==> config.mk <==
export PLATFORM = sky130hd
export DESIGN_NAME = plot_receiver
export DESIGN_NICKNAME = d
export VERILOG_FILES = /design/src/rtl/plot_pkg.sv /design/src/rtl/plot_fifo.sv /design/src/rtl/plot_receiver.sv
export SDC_FILE = /design/constraint.sdc
export NUM_CORES = 1
export LEC_CHECK = 0
export BUFFER_PORTS_ARGS = -buffer_cell sky130_fd_sc_hd__buf_2
export CAP_MARGIN = 0
export CORE_MARGIN = 2
export CORE_UTILIZATION = 45
export DETAILED_ROUTE_END_ITERATION = 7
export MAX_ROUTING_LAYER = met4
export PLACE_DENSITY_LB_ADDON = 0.05
export SYNTH_ARGS = -nofsm -noshare
export SYNTH_HDL_FRONTEND = slang
export SYNTH_HIERARCHICAL = 1
export SYNTH_SLANG_ARGS = --single-unit
==> constraint.sdc <==
create_clock -name clk -period 5 [get_ports clk]
set_input_delay 1 -clock clk [delete_from_list [all_inputs] [get_ports clk]]
set_output_delay 1 -clock clk [all_outputs]
set_load 0.005 [all_outputs]
==> src/rtl/plot_pkg.sv <==
// Shared definitions for the plot receiver: state encoding, field widths,
// the plot-request record and the {y,x} framebuffer address packing rule.
package plot_pkg;

    localparam int COORD_W  = 7;
    localparam int COLOUR_W = 3;
    localparam int ADDR_W   = 2 * COORD_W;
    localparam int ENTRY_W  = 2 * COORD_W + COLOUR_W;

    typedef enum logic [1:0] {
        S_IDLE  = 2'd0,
        S_DRAIN = 2'd1,
        S_CLEAR = 2'd2
    } state_e;

    typedef struct packed {
        logic [COORD_W-1:0]  x;
        logic [COORD_W-1:0]  y;
        logic [COLOUR_W-1:0] c;
    } plot_t;

    // Framebuffer address: row in the upper half, column in the lower half.
    function automatic logic [ADDR_W-1:0] pack_addr(input logic [COORD_W-1:0] x,
                                                   input logic [COORD_W-1:0] y);
        return {y, x};
    endfunction

endpackage

==> src/rtl/plot_fifo.sv <==
// Single-clock synchronous FIFO holding pending plot requests.
// Pointers carry one extra wrap bit so full and empty are distinguishable.
module plot_fifo
    import plot_pkg::*;
#(
    parameter int DEPTH = 8,
    parameter int WIDTH = ENTRY_W
) (
    input  logic             clk,
    input  logic             reset,
    input  logic             push,
    input  logic [WIDTH-1:0] wr_data,
    input  logic             pop,
    output logic [WIDTH-1:0] rd_data,
    output logic             full,
    output logic             empty
);

    localparam int AW = $clog2(DEPTH);

    logic [WIDTH-1:0] mem_q [DEPTH];
    logic [AW:0]      wr_ptr_q, wr_ptr_d;
    logic [AW:0]      rd_ptr_q, rd_ptr_d;
    logic             do_push, do_pop;

    // Status flags, guarded push/pop and pointer advance.
    always_comb begin
        empty    = (wr_ptr_q == rd_ptr_q);
        full     = (wr_ptr_q[AW] != rd_ptr_q[AW]) && (wr_ptr_q[AW-1:0] == rd_ptr_q[AW-1:0]);
        do_push  = push && !full;
        do_pop   = pop && !empty;
        wr_ptr_d = do_push ? wr_ptr_q + 1'b1 : wr_ptr_q;
        rd_ptr_d = do_pop  ? rd_ptr_q + 1'b1 : rd_ptr_q;
    end

    assign rd_data = mem_q[rd_ptr_q[AW-1:0]];

    // Pointer registers; reset empties the buffer.
    always_ff @(posedge clk) begin
        if (reset) begin
            wr_ptr_q <= '0;
            rd_ptr_q <= '0;
        end else begin
            wr_ptr_q <= wr_ptr_d;
            rd_ptr_q <= rd_ptr_d;
        end
    end

    // Storage array; contents need no reset because the pointers gate reads.
    always_ff @(posedge clk) begin
        if (do_push) begin
            mem_q[wr_ptr_q[AW-1:0]] <= wr_data;
        end
    end

endmodule

==> src/rtl/plot_receiver.sv <==
// Plot receiver: buffers pixel plot requests and streams them to a
// framebuffer write port, with a drain-then-clear screen sequence.
// Optional build macro PLOT_RECEIVER_CLIP_EN discards off-screen plots.
//
// Handshake: a plot is accepted in any cycle where plot_in and ready are both
// high (and reset is low); ready depends only on registered state. A plot
// presented while ready is low is dropped and sets the sticky overflow flag.
module plot_receiver
    import plot_pkg::*;
#(
    parameter int         FIFO_DEPTH   = 8,
    parameter int         SCREEN_W     = 120,
    parameter int         SCREEN_H     = 120,
    parameter logic [2:0] CLEAR_COLOUR = 3'b000
) (
    input  logic                clk,
    input  logic                reset,
    input  logic [COORD_W-1:0]  x_in,
    input  logic [COORD_W-1:0]  y_in,
    input  logic [COLOUR_W-1:0] c_in,
    input  logic                plot_in,
    input  logic                clear_screen,
    output logic                ready,
    output logic [ADDR_W-1:0]   mem_addr,
    output logic [COLOUR_W-1:0] mem_data,
    output logic                mem_we,
    output logic                busy,
    output logic                overflow,
    output logic [1:0]          state_dbg
);

    localparam logic [COORD_W-1:0] X_LAST = COORD_W'(SCREEN_W - 1);
    localparam logic [COORD_W-1:0] Y_LAST = COORD_W'(SCREEN_H - 1);

    state_e              state_q, state_d;
    logic [COORD_W-1:0]  cx_q, cx_d;
    logic [COORD_W-1:0]  cy_q, cy_d;
    logic [ADDR_W-1:0]   addr_q, addr_d;
    logic [COLOUR_W-1:0] data_q, data_d;
    logic                we_q, we_d;
    logic                ovf_q, ovf_d;

    logic                fifo_full, fifo_empty;
    logic                push, pop, in_range;
    plot_t               wr_entry, rd_entry;

    // Acceptance, visibility filter and buffer handshake.
    always_comb begin
        ready = !fifo_full && (state_q == S_IDLE);
`ifdef PLOT_RECEIVER_CLIP_EN
        in_range = ({1'b0, x_in} < 8'(SCREEN_W)) && ({1'b0, y_in} < 8'(SCREEN_H));
`else
        in_range = 1'b1;
`endif
        push     = plot_in && ready && in_range && !reset;
        pop      = !fifo_empty && (state_q != S_CLEAR) && !reset;
        wr_entry = '{x: x_in, y: y_in, c: c_in};
    end

    plot_fifo #(
        .DEPTH (FIFO_DEPTH),
        .WIDTH (ENTRY_W)
    ) u_fifo (
        .clk     (clk),
        .reset   (reset),
        .push    (push),
        .wr_data (wr_entry),
        .pop     (pop),
        .rd_data (rd_entry),
        .full    (fifo_full),
        .empty   (fifo_empty)
    );

    // Next-state: mode sequencing, clear raster scan and write-port update.
    always_comb begin
        state_d = state_q;
        cx_d    = cx_q;
        cy_d    = cy_q;
        we_d    = 1'b0;
        addr_d  = addr_q;
        data_d  = data_q;
        ovf_d   = ovf_q;
        if (plot_in && !ready) begin
            ovf_d = 1'b1;
        end
        case (state_q)
            S_IDLE: begin
                if (clear_screen) state_d = S_DRAIN;
            end
            S_DRAIN: begin
                if (fifo_empty) begin
                    state_d = S_CLEAR;
                    cx_d    = '0;
                    cy_d    = '0;
                end
            end
            S_CLEAR: begin
                we_d   = 1'b1;
                addr_d = pack_addr(cx_q, cy_q);
                data_d = CLEAR_COLOUR;
                if (cx_q == X_LAST && cy_q == Y_LAST) begin
                    state_d = S_IDLE;
                    cx_d    = '0;
                    cy_d    = '0;
                end else if (cx_q == X_LAST) begin
                    cx_d = '0;
                    cy_d = cy_q + 1'b1;
                end else begin
                    cx_d = cx_q + 1'b1;
                end
            end
            default: state_d = S_IDLE;
        endcase
        if (pop) begin
            we_d   = 1'b1;
            addr_d = pack_addr(rd_entry.x, rd_entry.y);
            data_d = rd_entry.c;
        end
    end

    // State and registered outputs; reset abandons any drain or clear.
    always_ff @(posedge clk) begin
        if (reset) begin
            state_q <= S_IDLE;
            cx_q    <= '0;
            cy_q    <= '0;
            addr_q  <= '0;
            data_q  <= '0;
            we_q    <= 1'b0;
            ovf_q   <= 1'b0;
        end else begin
            state_q <= state_d;
            cx_q    <= cx_d;
            cy_q    <= cy_d;
            addr_q  <= addr_d;
            data_q  <= data_d;
            we_q    <= we_d;
            ovf_q   <= ovf_d;
        end
    end

    assign mem_addr  = addr_q;
    assign mem_data  = data_q;
    assign mem_we    = we_q;
    assign overflow  = ovf_q;
    assign busy      = !fifo_empty || (state_q != S_IDLE);
    assign state_dbg = state_q;

endmodule

==> flow_summary.toml <==
[outcome]
status = "complete, no violations"

[detailed_routing]
via_count = 4140
wl_um = 15000
firstDrtPassIters = 4
drtIter0Drc = 291
viasPerCell = 5.48
drc = 0
wl_per_cell_um = 19.9
ant_nets = 0

[sta]
fmax_mhz = 270
skew_ns = 0.00984
whs_ns = 0.470
rsz0062_at_grt = "false"
finalCriticalPeriod_ns = 3.70
slew_violations = 0
fin_tns_setup_ns = 0
period_share_pct = 74.0
tightest_slew_ns = 1.20
setup_viol_count_final = 0
hold_viol_final = 0
worst_slack_ns = 1.30
slew_headroom_pct = 19.1

[yosys]
ys_ff_latch = 182
netlist_top_cells_count = "edfxtp_1 (136), dfxtp_1 (46), nor2_1 (40)"
synth-main-ff-cell = "edfxtp_1"
synth.avg_cell_area_sq_um = 15.8
synth.net_count = 507
synth.top_cell.area_share_pct = 54.1
synthMuxAreaShare_pct = 17.0
synthSimpleGateAreaFrac_pct = 8.13
synth-xor-area-share_pct = 1.39
yosysWarnings = 6
synth_area_leaders = "edfxtp_1 (54%), dfxtp_1 (12%), mux4_2 (10%)"
synth_top_family_by_area = "multiplexers"
synth_area_sq_um = 7550
synth_compound_area_share_pct = 3.93
synth_edf_count = 136
async_flop_share_pct = 0
syn_inst = 477
yosys.area_share.adder_pct = 1.49
synth-seq-area-share_pct = 66.2
synthDistinctLibCells = 51
yosysMostFrequentCell = "edfxtp_1"
synth_top_cell_by_area = "edfxtp_1"

[power_and_ir_drop]
pwr-share-clk_pct = 36.6
power.switching_fraction_pct = 26.6
p_switching_uw = 951
seqPwrFrac_pct = 49.0
p_leak_uw = 0.00301
powerDensity_nw_per_um2 = 414
peakVddDrop_uv = 247
combinationalPowerShare_pct = 14.4
intPower_uw = 2620

[placed_design]
dp_hpwl_um = 9730
gp_congestion = 0.760
port_buffers = 43
dpl_worst_slack_ns = 1.64
dpl_cell_area_sq_um = 8050

[cells_and_area]
layout-drive-gt1-share_pct = 28.7
multi_input_area_sq_um = 2460
post-route-util_pct = 52.3
ff_latch_area_sq_um = 5010
antenna_cells = 0
stdcell_area_sq_um = 8640
final_nets = 553
syn2layout_area_growth_pct = 14.4
n_fill_cell = 1392

[global_route]
grt_pass1_vias = 4107
grt_overflow = 0
antenna_found_initial = 0
track_usage_pct = 18.4
grt_pass1_wl_um = 23500
grt_max_degree = 52

[floorplan]
core_area_sq_um = 16500
dieArea_sq_um = 17800
num_io_pins = 44
fp.dieH_um = 134
rows = 47
initial_core_util_pct = 45.7
die_x_um = 134

[clocking]
cts_hold_buf = 0
clock-root-buffer = "clkbuf_16"
cts.sinks = 182
cts.clk_slew.worst_paths_ns = 0.07
insertion_delay_ns = 0.43
cts_max_path_buffers = 2
post_cts_buffers = 0
post_cts_resized = 0
cts_tree = "done"
cts_buffers = 17
htreeDepth = 4

[critical_path]
worstPathArrival_ns = 2.70
endpoint_kind = "output pin"
worstSetupStartpointType = "flop"
crit_required_ns = 4.00
crit_type = "flop to output pin"
r2r_setup_slack_ns = 1.69
worstPathMaxFanout = 12

[flow_run]
maxCapViolations = 0

[hold_path]
hp-class = "flop to flop"
==> metrics by stage <==
step | cells | power (uW)
after global placement | 724 | 2300
after detailed placement | 724 | 2300
after CTS | 756 | 3620
after global routing | 756 | 3730
after floorplan | 477 | 2120
final | 756 | 3570
==> metal layers <==
layer  part of all wire (%)  vias to the layer above  track usage (%)
li1                       -                     1950                -
met4                   0.65                        0             4.96
met2                     48                       58             27.7
met3                    3.2                        6             4.57
met1                     49                     2126             25.3
met5                      0                        -                -
==> critical path, cell delays in order (launching register included) <==
cell	delay, ns
dfxtp_1	0.63
xor2_1	0.19
nor4_2	1.04
nor2b_1	0.21
buf_2	0.20
==> power groups by stage <==
| stage | combinational (uW) | sequential [uW] | clock [uW] |
|---|---|---|---|
| after detailed placement | 518 | 1790 | 0 |
| after global placement | 515 | 1780 | 0 |
| final | 514 | 1750 | 1310 |
| after global routing | 573 | 1760 | 1400 |
| after floorplan | 354 | 1770 | 0 |
| after CTS | 520 | 1750 | 1350 |
==> placed cells by master (no fill, tap or decap), drive strengths merged, types with 8 or more instances in the layout <==
cell    count
inv         9
mux2       25
clkbuf     17
nor2b       8
mux2i      24
mux4       34
nand2      10
nand2b     12
nor3        9
buf        54
nor2       40
edfxtp    136
a21oi      21
ha          9
dfxtp      46
==> cell families (layout without fill, tap and decap cells) <==
kind of cell / after synthesis / in the layout
and+or+nand+nor: 115 / 115
muxes: 83 / 83
xor gates and xnor gates: 12 / 12
adders and majority gates: 9 / 9
DFF: 182 / 182
buffers and inverters: 30 / 89
AOI/OAI and AO/OA: 46 / 46
==> final cells by class <==
cell class	count	share of cell area, %
tap	220	3.18
multi-input combinational	265	28.5
timing repair buffer	54	3.45
inverter	3	0.130
clock inverter	15	1.91
clock buffer	17	4.92
sequential	182	57.9
==> state kept, by name (all words and copies together) (netlist names), named ones only <==
name	cells
cy_q	7
mem_we	1
mem_data	3
cx_q	7
u_fifo/wr_ptr_q	4
u_fifo/mem_q	136
u_fifo/rd_ptr_q	4
mem_addr	14
state_dbg	2
overflow	1
==> final timing paths <==
path | cells after the start | startpoint | endpoint
min reg2reg | 2 | overflow | overflow
min | 2 | overflow | overflow
max reg2reg | 7 | u_fifo/wr_ptr_q[1] | u_fifo/wr_ptr_q[3]
max | 4 | u_fifo/wr_ptr_q[1] | ready
No activity file was read; power rests on OpenSTA's default activity.
